**src/rtl/synth_pkg.sv**
```systemverilog
// Shared width defaults for the audio synthesis chain.
package synth_pkg;
  localparam int SYNTH_SAMPLE_W = 8;
  localparam int SYNTH_FCW_W    = 8;
endpackage

```
**src/rtl/phase_accumulator.sv**
```systemverilog
// Modular phase accumulator: adds the increment every clock, carry out is dropped.
module phase_accumulator
  import synth_pkg::*;
#(
  parameter int ACC_WIDTH = SYNTH_SAMPLE_W,
  parameter int FCW_WIDTH = SYNTH_FCW_W
) (
  input  logic                 clk,
  input  logic                 reset_n,
  input  logic [FCW_WIDTH-1:0] fcw_i,
  output logic [ACC_WIDTH-1:0] phase_o
);

  logic [ACC_WIDTH-1:0] phase_q;
  logic [ACC_WIDTH-1:0] phase_d;

  // Truncation to ACC_WIDTH bits is the sawtooth wrap.
  always_comb begin
    phase_d = phase_q + ACC_WIDTH'(fcw_i);
  end

  always_ff @(posedge clk or negedge reset_n) begin
    if (!reset_n) begin
      phase_q <= '0;
    end else begin
      phase_q <= phase_d;
    end
  end

  assign phase_o = phase_q;

endmodule

```
**src/rtl/sawtooth_wave_gen.sv**
```systemverilog
// Sawtooth oscillator: the output is the top OUT_WIDTH bits of a phase accumulator.
module sawtooth_wave_gen
  import synth_pkg::*;
#(
  parameter int ACC_WIDTH = SYNTH_SAMPLE_W,
  parameter int FCW_WIDTH = SYNTH_FCW_W,
  parameter int OUT_WIDTH = SYNTH_SAMPLE_W
) (
  input  logic                 clk,
  input  logic                 reset_n,
  input  logic [FCW_WIDTH-1:0] frequency_control,
  output logic [OUT_WIDTH-1:0] sawtooth_out
);

  if (ACC_WIDTH < FCW_WIDTH) begin : g_bad_fcw_width
    $error("sawtooth_wave_gen: ACC_WIDTH must be >= FCW_WIDTH");
  end
  if (ACC_WIDTH < OUT_WIDTH) begin : g_bad_out_width
    $error("sawtooth_wave_gen: ACC_WIDTH must be >= OUT_WIDTH");
  end

  logic [ACC_WIDTH-1:0] phase;

  phase_accumulator #(
    .ACC_WIDTH (ACC_WIDTH),
    .FCW_WIDTH (FCW_WIDTH)
  ) u_phase_acc (
    .clk     (clk),
    .reset_n (reset_n),
    .fcw_i   (frequency_control),
    .phase_o (phase)
  );

  // No output register: the sample appears on the same edge the phase updates.
  assign sawtooth_out = phase[ACC_WIDTH-1 -: OUT_WIDTH];

endmodule

```
**config.mk**
```make
export PLATFORM = sky130hd
export DESIGN_NAME = sawtooth_wave_gen
export DESIGN_NICKNAME = d
export VERILOG_FILES = /design/src/rtl/synth_pkg.sv /design/src/rtl/phase_accumulator.sv /design/src/rtl/sawtooth_wave_gen.sv
export SDC_FILE = /design/constraint.sdc
export NUM_CORES = 1
export LEC_CHECK = 0
export CORE_AREA = 2 2 39 41
export DETAILED_ROUTE_END_ITERATION = 12
export DIE_AREA = 0 0 41 43
export PLACE_DENSITY = 0.72
export SLEW_MARGIN = 5
export SYNTH_ARGS = -nofsm -noshare
export SYNTH_HDL_FRONTEND = slang
export SYNTH_SLANG_ARGS = --single-unit
```
**constraint.sdc**
```tcl
create_clock -name clk -period 3.04 [get_ports clk]
set_input_delay 0.608 -clock clk [delete_from_list [all_inputs] [get_ports clk]]
set_output_delay 0.608 -clock clk [all_outputs]
set_load 0.05 [all_outputs]
```
==> impl_metrics.ini <==
[grt]
grt_use_total_pct = 15.21
gr-total-overflow = 0
grt_pass1_wl_um = 1711
grt_max_degree = 9
grt_pass1_vias = 405
antenna_found_initial = 0

[sta]
finalCritPeriodShare_pct = 67.80
rsz0062_at_grt = false
finalClockSkew_ns = 0.002353
slew_viol_final = 0
fmax_mhz = 485.2
tns_ns = 0
fin_crit_ns = 2.061
worst_slew_pin_slew_ns = 0.4979
relSlewSlack_pct = 66.70
setup_viol = 0
final_hold_viol_count = 0
layout_setup_ws_ns = 0.9790

[clock_tree]
cts.sinks = 8
cts.path.max_buffers = 2
root_buffer = clkbuf_4
clkTransAtPathRegs_ns = 0.06
cts_setup_buffers = 0
post_cts_resized = 0
worstSkewPairLatency_ns = 0.26
cts_tree = built
cts-buffers-inserted = 3
ctsHoldBuffers = 0
cts_htree_levels = 1

[layout]
largest_register_ffs = 8
final_layout_size_suffix_gt1_share_pct = 5.714
fin_nets = 90
diodes = 0
syn_to_final_growth_pct = 40.00

[setup_path]
crit_required_ns = 2.43
slowest_delay_ns = 0.81
end_kind = primary output
worst-path-buf-inv = 1
worstPathArrival_ns = 1.45
start_kind = flip-flop
critical_path_class = flip-flop to primary output
path_cells = clkdlybuf4s50_1
rr_worst_depth = 6
path_max_fanout = 3
slowest_stage = clkdlybuf4s50_1
path_depth = 1
cpLargestDelayFamily = buffers and inverters

[synthesis]
ys_ff_latch = 8
syn_area_per_cell_um2 = 10.64
synth_area_um2 = 531.8
ys_warn_count = 0
ys_types = 24
synthesis.nets = 68
ys_seq_area_share_pct = 37.65
synthCells = 50

[floorplan]
core_um2 = 1384
die_area_um2 = 1763
fp-row-count = 14
start_util_pct = 38.43
pin_count = 18
die_y_um = 43
fp.dieW_um = 41

[routing]
vias = 450
wl_met3_um = 64
drtIter0Drc = 2
ant_nets = 0
routed.top_layer = met4
routedWlPerCell_um = 12.15
drc = 0
routed_wl_um = 1045
viasPerCell = 5.233
met1_length_um = 483
wl_met2_um = 454
first_pass_iters = 2

[run_status]
outcome = finished clean

[hold_path]
whs_path_depth = 1
hold_path.class = flip-flop to flip-flop

[placement]
dp_hpwl_um = 832
pre_cts_ws_ns = 0.7409
numPortBuffers = 17
routabilityCongestion = 0.8068

[pwr]
power.leakage_uw = 0.0003214
vdd_drop_max_mv = 0.5954
p_per_area_nw_per_um2 = 1269

[job]
cap_violations = 0
-- metal layers --
layer	global-route usage, %	vias to the layer above
met2	19.38	15
met1	19.93	202
met3	5.236	5
li1	-	228
met5	0	-
met4	12.00	0
-- stage by stage --
stage	power, uW	instances	util [%]	hold WS [ns]	cell area, um^2
after floorplan	680.8	50	-	0.3124	531.8
after global placement	850.2	83	52.17	0.4821	721.9
after detailed placement	863.1	83	52.17	0.4886	721.9
after CTS	955.8	86	53.80	0.5014	744.5
after global routing	1019	86	53.80	0.5247	744.5
final	944.4	86	53.80	0.4981	744.5
-- cell usage after synthesis (all sizes together) --
cell,number,share of area [%]
o211ai,3,4.2
o2bb2ai,1,1.6
ha,7,16
a21o,1,1.4
o311ai,2,3.3
xor2,2,3.3
inv,5,3.5
nor3,1,0.94
fa,1,3.8
xnor2,2,3.3
a21oi,5,4.7
nor3b,1,1.4
a221oi,1,1.6
nand2,1,0.71
a211oi,1,1.4
o21ai,2,1.9
dfrtp,8,38
nor2b,2,3.8
o31a,1,1.6
nor2,1,0.71
nand2b,1,1.2
o21a,1,1.4
-- final timing paths --
check / start / endpoint / slack (ns)
worst max-delay path: u_phase_acc.phase_o[1] / sawtooth_out[1] / 0.98
worst min-delay path: u_phase_acc.phase_o[0] / u_phase_acc.phase_o[0] / 0.50
worst max register to register: u_phase_acc.phase_o[0] / u_phase_acc.phase_o[6] / 1.46
worst min register to register: u_phase_acc.phase_o[0] / u_phase_acc.phase_o[0] / 0.50
max in group asynchronous: reset_n / u_phase_acc.phase_o[7] / 2.13
min in group asynchronous: reset_n / u_phase_acc.phase_o[6] / 0.63
-- cell usage in the layout (no fill, tap or decap) --
cell type	instances
clkdlybuf4s50_1	17
a21o_1	1
nor3b_1	1
nor2b_4	1
nand2b_1	1
o311ai_1	1
nor2b_1	1
o31a_1	1
a211oi_1	1
clkbuf_4	3
nor2_1	1
xor2_1	2
o2bb2ai_1	1
o211ai_1	3
o21ai_0	2
o21a_1	1
dfrtp_1	8
a221oi_1	1
fa_1	1
xnor2_1	2
inv_1	5
o311ai_0	1
nor3_1	1
ha_1	7
nand2_1	1
a21oi_1	5
-- cells by family (layout without fill, tap and decap cells) --
kind of cell,count (synthesis),count (layout),synth area share (%)
compound gates,18,18,23.30
fa+ha+maj,8,8,20.23
flops,8,8,37.65
simple gates,7,7,8.705
buf+inv,5,25,3.530
xor+xnor,4,4,6.589
-- layout make-up --
type	count	area (um^2)
timing repair buffer	17	170.2
multi-input combinational	37	312.8
inverter	5	18.77
tap	16	20.02
sequential	8	200.2
fill	129	639.4
clock buffer	3	22.52
-- where the power goes --
| part | internal [uW] | switching, uW |
|---|---|---|
| registers | 166 | 31.0 |
| clock network | 45.6 | 41.9 |
| logic | 261 | 399 |
| total | 473 | 472 |
No activity file was read; power rests on OpenSTA's default activity.
